**src/rtl/jk_pkg.sv**
```systemverilog
// Shared types and constants for the JK excitation driver: FSM states,
// 2-bit {j,k} codes and the transition encoder.
package jk_pkg;

  typedef enum logic [1:0] {
    IDLE  = 2'd0,
    DRIVE = 2'd1,
    CHECK = 2'd2
  } jk_state_e;

  localparam logic [1:0] HOLD = 2'b00;
  localparam logic [1:0] SET  = 2'b10;
  localparam logic [1:0] RST  = 2'b01;
  localparam logic [1:0] TGL  = 2'b11;

  localparam int DEFAULT_DEPTH = 4;
  localparam int DEFAULT_CNT_W = 8;

  // {j,k} needed to move a JK flip-flop from q_pred to tgt.
  function automatic logic [1:0] jk_encode(input logic q_pred, input logic tgt,
                                           input logic toggle_en);
    logic [1:0] code;
    if (q_pred == tgt) begin
      code = HOLD;
    end else if (toggle_en) begin
      code = TGL;
    end else begin
      code = tgt ? SET : RST;
    end
    return code;
  endfunction

endpackage

```
**src/rtl/jk_excitation_driver_fifo.sv**
```systemverilog
// One-bit-wide FIFO of target bits. A push while full is refused even when a
// pop happens on the same edge; pointers wrap modulo DEPTH (power of two).
module jk_bit_fifo
  import jk_pkg::*;
#(
  parameter int DEPTH = DEFAULT_DEPTH
) (
  input  logic                       clk,
  input  logic                       rst,
  input  logic                       push_i,
  input  logic                       din_i,
  input  logic                       pop_i,
  output logic                       dout_o,
  output logic                       full_o,
  output logic                       empty_o,
  output logic [$clog2(DEPTH+1)-1:0] count_o
);

  localparam int AW = $clog2(DEPTH);
  localparam int CW = $clog2(DEPTH + 1);

  logic [DEPTH-1:0] mem_q;
  logic [AW-1:0]    wr_ptr_q;
  logic [AW-1:0]    rd_ptr_q;
  logic [CW-1:0]    count_q;
  logic             do_push;
  logic             do_pop;

  assign full_o  = (count_q == CW'(DEPTH));
  assign empty_o = (count_q == '0);
  assign count_o = count_q;
  assign dout_o  = mem_q[rd_ptr_q];
  assign do_push = push_i && !full_o;
  assign do_pop  = pop_i && !empty_o;

  always_ff @(posedge clk) begin
    if (do_push) begin
      mem_q[wr_ptr_q] <= din_i;
    end
  end

  always_ff @(posedge clk) begin
    if (rst) begin
      wr_ptr_q <= '0;
      rd_ptr_q <= '0;
      count_q  <= '0;
    end else begin
      if (do_push) wr_ptr_q <= wr_ptr_q + 1'b1;
      if (do_pop)  rd_ptr_q <= rd_ptr_q + 1'b1;
      case ({do_push, do_pop})
        2'b10:   count_q <= count_q + 1'b1;
        2'b01:   count_q <= count_q - 1'b1;
        default: count_q <= count_q;
      endcase
    end
  end

endmodule

```
**src/rtl/jk_excitation_driver.sv**
```systemverilog
// Turns a stream of desired flip-flop values into registered J/K pulses for a
// downstream JK flip-flop, then checks the flop's q one cycle later.
module jk_excitation_driver
  import jk_pkg::*;
#(
  parameter int DEPTH     = DEFAULT_DEPTH,
  parameter int CNT_W     = DEFAULT_CNT_W,
  parameter bit TOGGLE_EN = 1'b0
) (
  input  logic             clk,
  input  logic             rst,
  input  logic             tgt_valid,
  input  logic             tgt_bit,
  output logic             tgt_ready,
  output logic             j,
  output logic             k,
  input  logic             q_fb,
  output logic             busy,
  output logic             err,
  output logic [CNT_W-1:0] err_cnt,
  output jk_state_e        dbg_state
);

  localparam int CW = $clog2(DEPTH + 1);

  // Handshake: a target bit transfers on a rising edge where tgt_valid and
  // tgt_ready are both high; tgt_ready depends only on FIFO fullness and rst.
  jk_state_e        state_q, state_d;
  logic             j_q, j_d, k_q, k_d;
  logic             hold_q, hold_d;
  logic             q_pred_q, q_pred_d;
  logic             err_q, err_d;
  logic [CNT_W-1:0] cnt_q, cnt_d;
  logic             pop;
  logic             fifo_full, fifo_empty, fifo_dout;
  logic [CW-1:0]    fifo_count;

  jk_bit_fifo #(.DEPTH(DEPTH)) u_fifo (
    .clk     (clk),
    .rst     (rst),
    .push_i  (tgt_valid),
    .din_i   (tgt_bit),
    .pop_i   (pop),
    .dout_o  (fifo_dout),
    .full_o  (fifo_full),
    .empty_o (fifo_empty),
    .count_o (fifo_count)
  );

  always_comb begin
    state_d  = state_q;
    j_d      = 1'b0;
    k_d      = 1'b0;
    hold_d   = hold_q;
    q_pred_d = q_pred_q;
    err_d    = err_q;
    cnt_d    = cnt_q;
    pop      = 1'b0;
    unique case (state_q)
      IDLE: begin
        if (!fifo_empty) begin
          pop          = 1'b1;
          hold_d       = fifo_dout;
          {j_d, k_d}   = jk_encode(q_pred_q, fifo_dout, TOGGLE_EN);
          state_d      = DRIVE;
        end
      end
      DRIVE: begin
        state_d = CHECK;
      end
      CHECK: begin
        if (q_fb != hold_q) begin
          err_d = 1'b1;
          if (cnt_q != '1) cnt_d = cnt_q + 1'b1;
        end
        // Encode the next bit from what the flop actually holds now.
        q_pred_d = q_fb;
        if (!fifo_empty) begin
          pop        = 1'b1;
          hold_d     = fifo_dout;
          {j_d, k_d} = jk_encode(q_fb, fifo_dout, TOGGLE_EN);
          state_d    = DRIVE;
        end else begin
          state_d = IDLE;
        end
      end
      default: state_d = IDLE;
    endcase
  end

  always_ff @(posedge clk) begin
    if (rst) begin
      state_q  <= IDLE;
      j_q      <= 1'b0;
      k_q      <= 1'b0;
      hold_q   <= 1'b0;
      q_pred_q <= 1'b0;
      err_q    <= 1'b0;
      cnt_q    <= '0;
    end else begin
      state_q  <= state_d;
      j_q      <= j_d;
      k_q      <= k_d;
      hold_q   <= hold_d;
      q_pred_q <= q_pred_d;
      err_q    <= err_d;
      cnt_q    <= cnt_d;
    end
  end

  assign tgt_ready = !fifo_full && !rst;
  assign j         = j_q;
  assign k         = k_q;
  assign busy      = (fifo_count != '0) || (state_q != IDLE);
  assign err       = err_q;
  assign err_cnt   = cnt_q;
  assign dbg_state = state_q;

endmodule

```
**config.mk**
```make
export PLATFORM = sky130hd
export DESIGN_NAME = jk_excitation_driver
export DESIGN_NICKNAME = d
export VERILOG_FILES = /design/src/rtl/jk_pkg.sv /design/src/rtl/jk_excitation_driver_fifo.sv /design/src/rtl/jk_excitation_driver.sv
export SDC_FILE = /design/constraint.sdc
export NUM_CORES = 1
export LEC_CHECK = 0
export ABC_AREA = 1
export BUFFER_PORTS_ARGS = -buffer_cell sky130_fd_sc_hd__buf_2
export CAP_MARGIN = 10
export CORE_AREA = 2 2 54 56
export DETAILED_ROUTE_END_ITERATION = 12
export DIE_AREA = 0 0 56 58
export GPL_TIMING_DRIVEN = 1
export PLACE_DENSITY = 0.79
export SETUP_SLACK_MARGIN = 0.1
export SLEW_MARGIN = 20
export SYNTH_ARGS = -nofsm -noshare
export SYNTH_HDL_FRONTEND = slang
export SYNTH_HIERARCHICAL = 1
export SYNTH_SLANG_ARGS = --single-unit
export TNS_END_PERCENT = 5
```
**constraint.sdc**
```tcl
create_clock -name clk -period 2.1 [get_ports clk]
set_input_delay 0.21 -clock clk [delete_from_list [all_inputs] [get_ports clk]]
set_output_delay 0.21 -clock clk [all_outputs]
set_load 0.1 [all_outputs]
```
# [Word-level counts from Yosys, hierarchy flattened]
# Cells that the tools add are included.
[classes] n_addsub=5 n_lt_le_gt_ge=3 n_eq_ne=10 mux=20 bitwise_logic=1 reduce_logical=17
[op_table] operator="$mux W1" count=9
[op_table] operator="$add A8 B1 Y8 const B" count=1
[op_table] operator="$mux W2" count=4
[op_table] operator="$ne A8 B8 Y1 const B" count=1
[op_table] operator="$lt A2 B3 Y1 const B" count=2
[op_table] operator="$pmux W2 S3" count=1
[op_table] operator="$pmux W3 S2" count=1
[op_table] operator="$add A2 B1 Y2 const B" count=2
[op_table] operator="$bwmux W4" count=1
[op_table] operator="$eq A2 B1 Y1 const B" count=2
[op_table] operator="$eq A2 B2 Y1 const B" count=2
[op_table] operator="$logic_and A1 B1 Y1" count=4
[op_table] operator="$pmux W1 S2" count=2
[op_table] operator="$reduce_and A2 Y1" count=2
[op_table] operator="$reduce_bool A2 Y1" count=2
[op_table] operator="$add A3 B1 Y3 const B" count=1
[op_table] operator="$eq A3 B3 Y1 const B" count=1
[op_table] operator="$logic_not A1 Y1" count=3
[op_table] operator="$logic_not A3 Y1" count=1
[op_table] operator="$reduce_and A3 Y1" count=1
[op_table] operator="$reduce_bool A3 Y1" count=1
[op_table] operator="$sub A3 B1 Y3 const B" count=1
[op_table] operator="$bmux W1 S2" count=1
[op_table] operator="$demux W1 S2" count=1
[op_table] operator="other kinds (8)" count=9
[totals] regBits=26 inputBits=5 out_inout_bits=15 word_cells=67

# [Logic depth before layout (Yosys ltp)]
# Gate-level depths: netlist of run 1.
[logic_depth] word_depth=6 ltp_mapped=15 depth_no_buf=15

# [Modules after synthesis]
# Netlist of run 1, hierarchy kept.
[modules_own_cells] module="jk_excitation_driver" instances=1 cells_per_inst=111 area_each_um2=807.0 seq_area_each_um2=300.3
[modules_own_cells] module="jk_bit_fifo" instances=1 cells_per_inst=76 area_each_um2=596.8 seq_area_each_um2=260.2

# [Worst setup path before layout of run 1]
# Ideal clock, no wire load.
[synth_path] path_type="reg-to-reg" from="register state_q[0], in the netlist dbg_state[0]" to="register u_fifo.count_q[1], in the netlist u_fifo/count_o[1]" setup_ps=70 t_arrival_ps=2219 required_ps=2030 setup_slack_ps=-188 stages_incl_launch_ff=8 path_buffers=0 synth_period_minus_slack_ps=2288 cell_sequence="dfxtp_1 > nor2_1 > nand2_1 > inv_1 > ha_1 > inv_1 > fa_1 > a21oi_1"
[synth_between] elab_chain_len=6 elab_cells_between_ends=9 cone_classes="eq/ne: 3; mux: 2; reduce/logical: 4"
[synth_rtl] element="from (decl)" line_no="jk_excitation_driver.sv:28" rtl="jk_state_e state_q, state_d;"
[synth_rtl] element="from (signal assigned)" line_no="jk_excitation_driver.sv:101" rtl="state_q <= state_d;"
[synth_rtl] element="$eq A2 B2 Y1 / $logic_not A2 Y1 (equally long branches)" line_no="jk_excitation_driver.sv:59" rtl="unique case (state_q)"
[synth_rtl] element="$reduce_or A2 Y1 (no source line) *"
[synth_rtl] element="$mux W1 *"
[synth_rtl] element="via pop" line_no="jk_excitation_driver.sv:34" rtl="logic pop;"
[synth_rtl] element="$logic_and A1 B1 Y1 *" line_no="jk_excitation_driver_fifo.sv:34" rtl="assign do_pop = pop_i && !empty_o;"
[synth_rtl] element="via u_fifo.do_pop" line_no="jk_excitation_driver_fifo.sv:27" rtl="logic do_pop;"
[synth_rtl] element="$eq A2 B1 Y1 / $eq A2 B2 Y1 (equally long branches)" line_no="jk_excitation_driver_fifo.sv:50" rtl="case ({do_push, do_pop})"
[synth_rtl] element="$pmux W3 S2 / $reduce_bool A2 Y1 (equally long branches)"
[synth_rtl] element="to (signal assigned)" line_no="jk_excitation_driver_fifo.sv:51" rtl="2'b10: count_q <= count_q + 1'b1;"
[synth_rtl] element="to (signal assigned)" line_no="jk_excitation_driver_fifo.sv:52" rtl="2'b01: count_q <= count_q - 1'b1;"
[synth_rtl] element="to (signal assigned)" line_no="jk_excitation_driver_fifo.sv:53" rtl="default: count_q <= count_q;"
[synth_rtl] element="to (decl)" line_no="jk_excitation_driver_fifo.sv:25" rtl="logic [CW-1:0] count_q;"
# The timed path passes the listed nets; every way through them passes the cells marked *.
# A chain may end at the register's enable or synchronous reset.

# [Worst setup path after layout of run 1]
[layout_path] from="register u_fifo.count_q[2], in the netlist u_fifo/count_o[2]" to="register u_fifo.count_q[2], in the netlist u_fifo/count_o[2]"
[layout_between] elab_chain_len=6 elab_cells_between_ends=14 cone_classes="add/sub: 2; eq/ne: 3; mux: 3; reduce/logical: 6"
[layout_rtl] element="$logic_not A3 Y1 *" line_no="jk_excitation_driver_fifo.sv:30" rtl="assign empty_o = (count_q == '0);"
[layout_rtl] element="via fifo_empty" line_no="jk_excitation_driver.sv:35" rtl="logic fifo_full, fifo_empty, fifo_dout;"
[layout_rtl] element="$mux W1 *" line_no="jk_excitation_driver.sv:61, jk_excitation_driver.sv:78"
[layout_rtl] element="$mux W1 *"
[layout_rtl] element="via pop" line_no="jk_excitation_driver.sv:34"
[layout_rtl] element="$logic_and A1 B1 Y1 *" line_no="jk_excitation_driver_fifo.sv:34"
[layout_rtl] element="via u_fifo.do_pop" line_no="jk_excitation_driver_fifo.sv:27"
[layout_rtl] element="$eq A2 B1 Y1 / $eq A2 B2 Y1 (equally long branches)" line_no="jk_excitation_driver_fifo.sv:50"
[layout_rtl] element="$pmux W3 S2 / $reduce_bool A2 Y1 (equally long branches)"
# Marks and branches as above.

==> flow_metrics.py, run 1 <==
metrics = {
    "grt": {
        "grt_first_pass_wirelength_mm": 4.44,
        "global_route.usage.total_pct": 17.0,
        "number_of_antenna_violations_at_the_first_check_in_global_routing": 0,
        "number_of_global_route_vias_before_repair": 1086,
        "grt_max_degree": 15,
        "grt-ovfl-total": 0,
    },
    "floorplanning": {
        "design.core.area_sq_um": 2660,
        "start_util_pct": 52.7,
        "rows": 19,
        "fp.dieArea_sq_um": 3250,
        "floorplan.die.height_microns": 58,
        "i_o_pin_total": 20,
        "die_w_microns": 56,
    },
    "detailed_routing": {
        "post-route-drc-count": 0,
        "route.final.wire_length_mm": 2.49,
        "vias_per_cell": 4.82,
        "number_of_iterations_in_the_first_detailed_routing_pass": 4,
        "detail-route-antenna-nets": 0,
        "drt_first_iter_violations": 36,
        "wire_per_inst_microns": 10.2,
        "vias": 1171,
    },
    "place": {
        "placed_cell_area_sq_um": 1540,
        "numPlacedInstances": 237,
        "finalWeightedCongestion": 0.799,
        "portBuffers": 19,
        "dpl.hpwl_mm": 1.89,
    },
    "min_path": {
        "worstHoldPathCells": 1,
        "worstHoldStart": "tgt_bit",
        "min_path_type": "in2reg",
    },
    "power": {
        "p_leak_nw": 0.762,
        "post-layout-total-power_mw": 1.89,
        "ir_drop_mv": 0.913,
        "power_per_cell_area_nw_per_um2": 1190,
    },
    "run": {
        "cap_violations": 0,
    },
    "finish": {
        "post_route_cells_drive_above_1_share_pct": 25.9,
        "final_cell_mix": "nand2_1, inv_1, nor2_1",
        "postLayoutCellArea_sq_um": 1600,
        "design.final.nets": 225,
        "syn2layout_area_growth_pct": 13.7,
        "layout.cells.most_common": "nand2_1",
        "final.fill_count": 256,
        "post_layout_nonfiller_instances": 243,
        "antenna_cells": 0,
    },
    "timing": {
        "maxClockFrequency_mhz": 557,
        "final.setup.tns_ns": 0,
        "finalCritPeriodShare_pct": 85.5,
        "grt_setup_unrepaired": "no",
        "tightest_slew_ns": 0.497,
        "timing.final.setup_violations": 0,
        "worst_slew_margin_relative_to_its_limit_pct": 67.1,
        "timing_max_transition_violations_final": 0,
        "worst_hold_slack_ns": 0.0942,
        "final.setup_skew_ns": 0.0114,
        "hold_viol_final": 0,
        "min_period_ns": 1.80,
    },
    "synthesis": {
        "synthesis.yosys.warnings": 6,
        "synth_area_per_cell_sq_um": 7.51,
        "syn_inst": 187,
        "post_synth_num_cell_types": 30,
        "synth.area.top_cells": "dfxtp_1, nand2_1, edfxtp_1",
        "synth_seq_cells": 26,
        "synth_nets": 199,
        "yosysTopAreaCellShare_pct": 31.4,
        "synth-seq-area-share_pct": 39.9,
        "post_synth_instance_area_sq_um": 1400,
        "synth_area_leader_cell": "dfxtp_1",
    },
    "setup_path": {
        "r2r_start": "u_fifo/count_o[2]$_SDFFE_PP0P_",
        "worst-r2r-cell-count": 15,
        "crit-reg2reg-capture": "u_fifo/count_o[2]$_SDFFE_PP0P_",
        "path_max_fanout": 3,
        "setup.worst_path.start_class": "flip-flop",
        "critPathArrivalTime_ns": 2.02,
        "worstPathRequired_ns": 2.32,
        "worst_setup_path_endpoint": "u_fifo/count_o[2]$_SDFFE_PP0P_",
        "timing.critical_path.to_type": "flip-flop",
        "worstSetupPathType": "reg2reg",
        "setup.worst_path.start": "u_fifo/count_o[2]$_SDFFE_PP0P_",
        "setup.reg_to_reg.worst_slack_ns": 0.30,
    },
    "clock_tree": {
        "clockRootBuffer": "clkbuf_4",
        "cts_inserted_buffers": 3,
        "clkSinkCount": 26,
        "ctsHoldBuffers": 0,
        "clkTransAtPathRegs_ns": 0.15,
        "cts_tree": "done",
        "cts.path.max_buffers": 2,
        "cts-htree-levels": 1,
        "clock_latency_ns": 0.32,
    },
    "status": {
        "status": "finished clean",
    },
}
-- stage by stage --
| step | setup slack, ns | util [%] |
|---|---|---|
| detailed placement | 0.178 | 57.9 |
| finish | 0.305 | 60.0 |
| global placement | 0.256 | 57.9 |
| global route | 0.0841 | 60.0 |
| floorplan | -0.00870 | - |
| CTS | 0.156 | 58.9 |
-- worst max-delay path, stage by stage, from the launching register on --
cell and delay [ns]:
dfxtp_2 0.36, inv_1 0.07, nand2_2 0.08, inv_1 0.05, nor2_2 0.10, nand2_1 0.08
inv_1 0.08, ha_2 0.17, inv_1 0.06, fa_2 0.34, inv_1 0.06, nand2_1 0.04
nand3_1 0.08, nand2_1 0.05, nand2_1 0.05, nor2_1 0.04
-- kinds of logic (layout without fill, tap and decap cells) --
family | Yosys count | after routing | share of synthesized area, %
XOR/XNOR | 3 | 3 | 1.87
adder cells (fa/ha/maj) | 7 | 7 | 6.77
AND/OR/NAND/NOR | 92 | 92 | 31.8
buffers and inverters | 38 | 63 | 10.3
AO/OA/AOI/OAI | 21 | 21 | 9.27
flip-flops | 26 | 26 | 39.9
-- area by class of cell --
class,instances,area (sq um),share of cell area (%)
Clock inverter,1,3.75,0.235
Timing Repair Buffer,22,118,7.37
Clock buffer,3,22.5,1.41
Multi-Input combinational cell,123,708,44.4
Sequential cell,26,566,35.4
Tap cell,31,38.8,2.43
Inverter,37,140,8.78
-- power by group --
group | total (mW) | switching [mW] | internal (mW)
clock | 0.217 | 0.148 | 0.0696
sequential | 0.682 | 0.0774 | 0.604
combinational | 0.995 | 0.725 | 0.270
-- synth_stat cells, drive strengths merged --
master  count
a211oi      1
nand2      44
nand3      14
xor2        2
ha          6
xnor2       1
nor2       31
dfxtp      22
o31ai       1
nand4       1
o21ai       6
edfxtp      4
buf         1
a21oi      10
inv        36
clkinv      1
nor3        1
or4         1
o21a        1
fa          1
o22ai       2
-- per-layer routing --
metal | wire length, microns | global-route usage, %
met5 | 0 | 0
met4 | 21 | 7.82
met3 | 65 | 2.01
met2 | 1190 | 29.9
met1 | 1210 | 21.0
-- sequential cells by signal, indices dropped and copies added, names as in the netlist --
| signal | count |
|---|---|
| j | 1 |
| err_cnt | 8 |
| err | 1 |
| u_fifo/count_o | 3 |
| k | 1 |
| dbg_state | 2 |
| hold_q | 1 |
| q_pred_q | 1 |
| u_fifo/mem_q | 4 |
| u_fifo/wr_ptr_q | 2 |
| u_fifo/rd_ptr_q | 2 |
-- worst min path at each step --
stage,to,slack [ns]
global route,u_fifo/mem_q[0]$_DFFE_PP_,0.09
finish,u_fifo/mem_q[1]$_DFFE_PP_,0.09
floorplan,u_fifo/rd_ptr_q[1]$_SDFFE_PP0P_,0.28
global placement,u_fifo/mem_q[1]$_DFFE_PP_,0.43
CTS,u_fifo/mem_q[1]$_DFFE_PP_,0.09
detailed placement,u_fifo/mem_q[1]$_DFFE_PP_,0.44
-- what timing repair did --
action,CTS,global route
hold endpoints to repair,0,0
setup endpoints to repair,0,1
buffers inserted,0,2
gates resized for setup,0,7
No activity file was read; power rests on OpenSTA's default activity.
==> run 2: changes to the inputs <==
==> constraint.sdc (replaced) <==
create_clock -name clk -period 2.1 [get_ports clk]
set_input_delay 0 -clock clk [delete_from_list [all_inputs] [get_ports clk]]
set_output_delay 0 -clock clk [all_outputs]
set_load 0.1 [all_outputs]
==> run 2 against run 1 <==
Against the previous run:
- count of clock-buffer cells in the layout unchanged
- maximum frequency about the same
- total power increased by 0.33%
- register-to-register slack about the same
- first-iteration DRC count increased by 8.3%
- non-clock buffer count increased by 3
- global-route usage about the same
- clock skew about the same
- critical path type unchanged
- largest cell class unchanged
- highest routed layer unchanged
==> flow_metrics.py, run 2 (same netlist as run 1, synthesis figures left out) <==
metrics = {
    "status": {
        "status": "finished clean",
    },
    "grt": {
        "grt_max_degree": 15,
        "global_route.usage.total_pct": 17.1,
        "grt-ovfl-total": 0,
        "number_of_antenna_violations_at_the_first_check_in_global_routing": 0,
        "grt_first_pass_wirelength_mm": 4.44,
        "number_of_global_route_vias_before_repair": 1095,
    },
    "finish": {
        "antenna_cells": 0,
        "post_layout_nonfiller_instances": 246,
        "final.fill_count": 249,
        "syn2layout_area_growth_pct": 15.9,
        "largest_register_ff_count": 8,
        "post_route_cells_drive_above_1_share_pct": 25.6,
        "design.final.nets": 228,
        "layout.cells.most_common": "nand2_1",
        "final_cell_mix": "nand2_1, inv_1, nor2_1",
    },
    "setup_path": {
        "worstPathRequired_ns": 2.32,
        "path_max_fanout": 3,
        "critPathArrivalTime_ns": 2.02,
        "timing.critical_path.to_type": "flip-flop",
        "setup.worst_path.start_class": "flip-flop",
        "worstSetupPathType": "reg2reg",
    },
    "clock_tree": {
        "cts.path.max_buffers": 2,
        "clkSinkCount": 26,
        "clkTransAtPathRegs_ns": 0.15,
        "clock_latency_ns": 0.32,
        "cts_inserted_buffers": 3,
        "cts-htree-levels": 1,
        "cts_tree": "done",
        "clockRootBuffer": "clkbuf_4",
    },
    "place": {
        "portBuffers": 19,
        "place_worst_setup_slack_ns": 0.178,
        "numPlacedInstances": 237,
        "finalWeightedCongestion": 0.799,
        "dpl.hpwl_mm": 1.89,
    },
    "detailed_routing": {
        "wire_per_inst_microns": 10.2,
        "detail-route-antenna-nets": 0,
        "drt_first_iter_violations": 39,
        "route.final.wire_length_mm": 2.52,
        "vias": 1182,
        "post-route-drc-count": 0,
        "number_of_iterations_in_the_first_detailed_routing_pass": 4,
        "vias_per_cell": 4.80,
    },
    "power": {
        "power_per_cell_area_nw_per_um2": 1170,
        "p_leak_nw": 0.774,
        "ir_drop_mv": 0.914,
    },
    "floorplanning": {
        "fp.dieArea_sq_um": 3250,
        "die_w_microns": 56,
        "design.core.area_sq_um": 2660,
        "rows": 19,
        "start_util_pct": 52.7,
        "floorplan.die.height_microns": 58,
        "i_o_pin_total": 20,
    },
    "min_path": {
        "min_path_type": "in2reg",
    },
    "timing": {
        "min_period_ns": 1.80,
        "hold_viol_final": 0,
        "worst_slew_margin_relative_to_its_limit_pct": 67.1,
        "timing_max_transition_violations_final": 0,
        "grt_setup_unrepaired": "no",
        "maxClockFrequency_mhz": 557,
        "timing.final.setup_violations": 0,
        "worst_slack_ns": 0.305,
        "final.setup_skew_ns": 0.0112,
        "finalCritPeriodShare_pct": 85.5,
        "tightest_slew_ns": 0.497,
        "worst_hold_slack_ns": 0.0207,
        "final.setup.tns_ns": 0,
    },
    "run": {
        "cap_violations": 0,
    },
}
-- run 2: cell count changes in the layout (fill, tap and decap cells not counted) --
cell | previous run | this run
dlygate4sd3_1 | 0 | 3
-- run 2: path summary, 6_finish.rpt --
check / slack [ns] / from / cells after the start / endpoint
max: 0.30 / u_fifo/count_o[2]$_SDFFE_PP0P_ / 15 / u_fifo/count_o[2]$_SDFFE_PP0P_
min: 0.02 / rst / 2 / err_cnt[2]$_SDFFE_PP0P_
max reg2reg: 0.30 / u_fifo/count_o[2]$_SDFFE_PP0P_ / 15 / u_fifo/count_o[2]$_SDFFE_PP0P_
min reg2reg: 0.48 / dbg_state[1]$_SDFFE_PP0P_ / 1 / dbg_state[1]$_SDFFE_PP0P_
-- run 2: final cells by class --
class / count / area (sq um) / share of cell area (%)
tap: 31 / 38.8 / 2.38
clock buffer: 3 / 22.5 / 1.38
inverter: 37 / 140 / 8.62
multi-input combinational: 123 / 708 / 43.5
clock inverter: 1 / 3.75 / 0.231
sequential: 26 / 566 / 34.8
timing repair buffer: 25 / 148 / 9.08
-- run 2: metrics by stage --
| stage | power [mW] | area [sq um] | util, % |
|---|---|---|---|
| after CTS | 1.84 | 1600 | 60.0 |
| after global placement | 1.60 | 1540 | 57.9 |
| after global routing | 2.03 | 1630 | 61.1 |
| after floorplan | 1.45 | 1410 | - |
| after detailed placement | 1.62 | 1540 | 57.9 |
| final | 1.90 | 1630 | 61.1 |
-- run 2: critical path, cell delays in order, from the launching register on --
cell and delay [ns]:
dfxtp_2 0.37, inv_1 0.07, nand2_2 0.08, inv_1 0.05, nor2_2 0.10, nand2_1 0.08, inv_1 0.08, ha_2 0.17
inv_1 0.06, fa_2 0.34, inv_1 0.06, nand2_1 0.04, nand3_1 0.08, nand2_1 0.05, nand2_1 0.05, nor2_1 0.04
-- run 2: timing repair --
| action | in CTS | in global routing |
|---|---|---|
| endpoints found under the setup margin | 0 | 1 |
| endpoints found under the hold margin | 7 | 0 |
| buffers inserted | 0 | 2 |
| hold buffers | 3 | 0 |
| resized for setup | 0 | 7 |
-- run 2: power breakdown --
group,total [mW],switching [mW],internal (mW)
clock network,0.217,0.148,0.0696
registers,0.682,0.0774,0.604
logic,1.00,0.727,0.274
-- run 2: layer usage --
| layer | routed length (microns) | GRT usage, % | vias up |
|---|---|---|---|
| met5 | 0 | 0 | - |
| met4 | 21 | 7.82 | 0 |
| met3 | 69 | 2.01 | 2 |
| met2 | 1210 | 30.1 | 15 |
| met1 | 1220 | 21.0 | 529 |
| li1 | - | - | 636 |
==> run 3: changes to the inputs <==
Settings changed: CORE_AREA 2 2 54 56 to 2 2 52 54, DIE_AREA 0 0 56 58 to 0 0 54 56, PLACE_DENSITY 0.79 to 0.84.
Clock period 2.1 ns to 2.25 ns, I/O delays scaled along.
==> run 3 against run 2 <==
Against the previous run:
- cell count is 1.2% lower
- clock skew rose by 0.0018 ns
- flip-flop and latch count is the same
- maximum frequency is 7.8% lower
- highest routed layer unchanged
- sequential share of layout area up 0.42 points
- die area is 6.9% lower
- critical path type unchanged
- clock power down 5%
- via count shrank 1.9%
- critical endpoint unchanged
==> flow_metrics.py, run 3 (same netlist as run 1, synthesis figures left out) <==
metrics = {
    "status": {
        "status": "finished clean",
    },
    "setup_path": {
        "setup.worst_path.start_class": "flip-flop",
        "path_max_fanout": 4,
        "critPathMaxStageDelay_ns": 0.38,
        "critPathTopFamily": "simple AND/OR/NAND/NOR gates",
        "worstPathCellList": "inv_1 > nand2_1 > inv_1 > nor2_1 > nand2_1 > inv_1 > ha_1 > inv_1 > fa_1 > inv_1 > nand2_1 > nand3_1 > nand2_1 > nand2_1 > nor2_1",
        "worstPathRequired_ns": 2.50,
        "worstSetupPathType": "reg2reg",
        "critPathArrivalTime_ns": 2.19,
        "cp.buffers_inverters": 5,
        "timing.critical_path.to_type": "flip-flop",
        "cp_slowest_cell": "dfxtp_1",
    },
    "timing": {
        "finalCritPeriodShare_pct": 86.5,
        "grt_setup_unrepaired": "no",
        "maxClockFrequency_mhz": 514,
        "hold_viol_final": 0,
        "final.setup_skew_ns": 0.0130,
        "worst_slack_ns": 0.303,
        "timing_max_transition_violations_final": 0,
        "worst_hold_slack_ns": 0.0250,
        "final.setup.tns_ns": 0,
        "timing.final.setup_violations": 0,
        "worst_slew_margin_relative_to_its_limit_pct": 67.7,
        "tightest_slew_ns": 0.488,
        "min_period_ns": 1.95,
    },
    "clock_tree": {
        "cts_tree": "done",
        "clock_latency_ns": 0.33,
        "clockRootBuffer": "clkbuf_4",
        "cts_inserted_buffers": 3,
        "cts-htree-levels": 1,
        "cts.path.max_buffers": 2,
        "post-cts-setup-buffer-count": 0,
        "clkSinkCount": 26,
        "clkTransAtPathRegs_ns": 0.14,
    },
    "finish": {
        "largest_register_ff_count": 8,
        "postLayoutCellArea_sq_um": 1600,
        "layout.cells.most_common": "nand2_1",
        "post_route_cells_drive_above_1_share_pct": 21.6,
        "postLayoutCoreUtil_pct": 65.6,
        "antenna_cells": 0,
        "area_occupied_by_multi_input_gates_sq_um": 698,
        "layout.area.seq_sq_um": 562,
        "final_cell_mix": "nand2_1, inv_1, nor2_1",
        "final.fill_count": 222,
        "syn2layout_area_growth_pct": 13.7,
        "design.final.nets": 226,
    },
    "grt": {
        "number_of_global_route_vias_before_repair": 940,
        "number_of_antenna_violations_at_the_first_check_in_global_routing": 0,
        "grt-ovfl-total": 0,
        "grt_first_pass_wirelength_mm": 3.91,
        "global_route.usage.total_pct": 17.4,
        "grt_max_degree": 15,
    },
    "place": {
        "place_worst_setup_slack_ns": 0.319,
        "placed_cell_area_sq_um": 1540,
        "portBuffers": 19,
        "dpl.hpwl_mm": 1.80,
        "finalWeightedCongestion": 0.772,
    },
    "detailed_routing": {
        "route.final.wire_length_mm": 2.35,
        "vias": 1160,
        "detail-route-antenna-nets": 0,
        "vias_per_cell": 4.77,
        "wire_per_inst_microns": 9.65,
        "number_of_iterations_in_the_first_detailed_routing_pass": 4,
        "post-route-drc-count": 0,
        "drt_first_iter_violations": 25,
    },
    "floorplanning": {
        "rows": 18,
        "die_w_microns": 54,
        "design.core.area_sq_um": 2430,
        "i_o_pin_total": 20,
        "start_util_pct": 57.7,
        "floorplan.die.height_microns": 56,
        "fp.dieArea_sq_um": 3020,
    },
    "power": {
        "p_leak_nw": 0.765,
        "ir_drop_mv": 1.09,
        "power_per_cell_area_nw_per_um2": 1070,
    },
    "min_path": {
        "min_path_type": "in2reg",
    },
    "run": {
        "cap_violations": 0,
    },
}
[run 3: layout make-up]
class / instances / share of cell area [%]
multi-input cells: 123 / 43.7
repair buffers: 23 / 8.31
flip-flops and latches: 26 / 35.2
inverters: 37 / 8.78
clock buffers: 4 / 1.65
well taps: 30 / 2.35
[run 3: per-stage QoR]
stage	instances	power (mW)
floorplan	187	1.35
global placement	236	1.49
detailed placement	236	1.50
CTS	243	1.72
global route	243	1.83
finish	243	1.70
[run 3: worst paths after layout]
path / cells after the start / startpoint / endpoint / slack (ns)
max: 15 / u_fifo/count_o[2]$_SDFFE_PP0P_ / u_fifo/count_o[2]$_SDFFE_PP0P_ / 0.30
min: 2 / rst / err_cnt[3]$_SDFFE_PP0P_ / 0.03
max reg2reg: 15 / u_fifo/count_o[2]$_SDFFE_PP0P_ / u_fifo/count_o[2]$_SDFFE_PP0P_ / 0.30
min reg2reg: 1 / dbg_state[1]$_SDFFE_PP0P_ / dbg_state[1]$_SDFFE_PP0P_ / 0.47
[run 3: worst reg2reg max path, delay by kind of cell (launching register included)]
kind                       cells  cell delay (ns)
buffers and inverters          5             0.32
and+or+nand+nor                8             0.63
adders and majority gates      2             0.54
DFF                            1             0.38
[run 3: report_power, final]
| group | internal (mW) | total (mW) | switching [mW] |
|---|---|---|---|
| clock network | 0.0695 | 0.206 | 0.137 |
| registers | 0.559 | 0.627 | 0.0680 |
| logic | 0.216 | 0.871 | 0.655 |
| total | 0.844 | 1.70 | 0.860 |
[run 3: routing by layer]
metal / global-route usage [%] / vias to the layer above / routed length [microns]
met5: 0 / - / 0
met3: 2.42 / 5 / 113
met4: 8.57 / 0 / 51
li1: - / 632 / -
met1: 24.2 / 502 / 1160
met2: 25.8 / 21 / 1020
[run 3: repair_timing]
item                                   in CTS  in global routing
gates resized for setup                     0                  0
endpoints found under the hold margin       7                  0
hold buffers                                3                  0
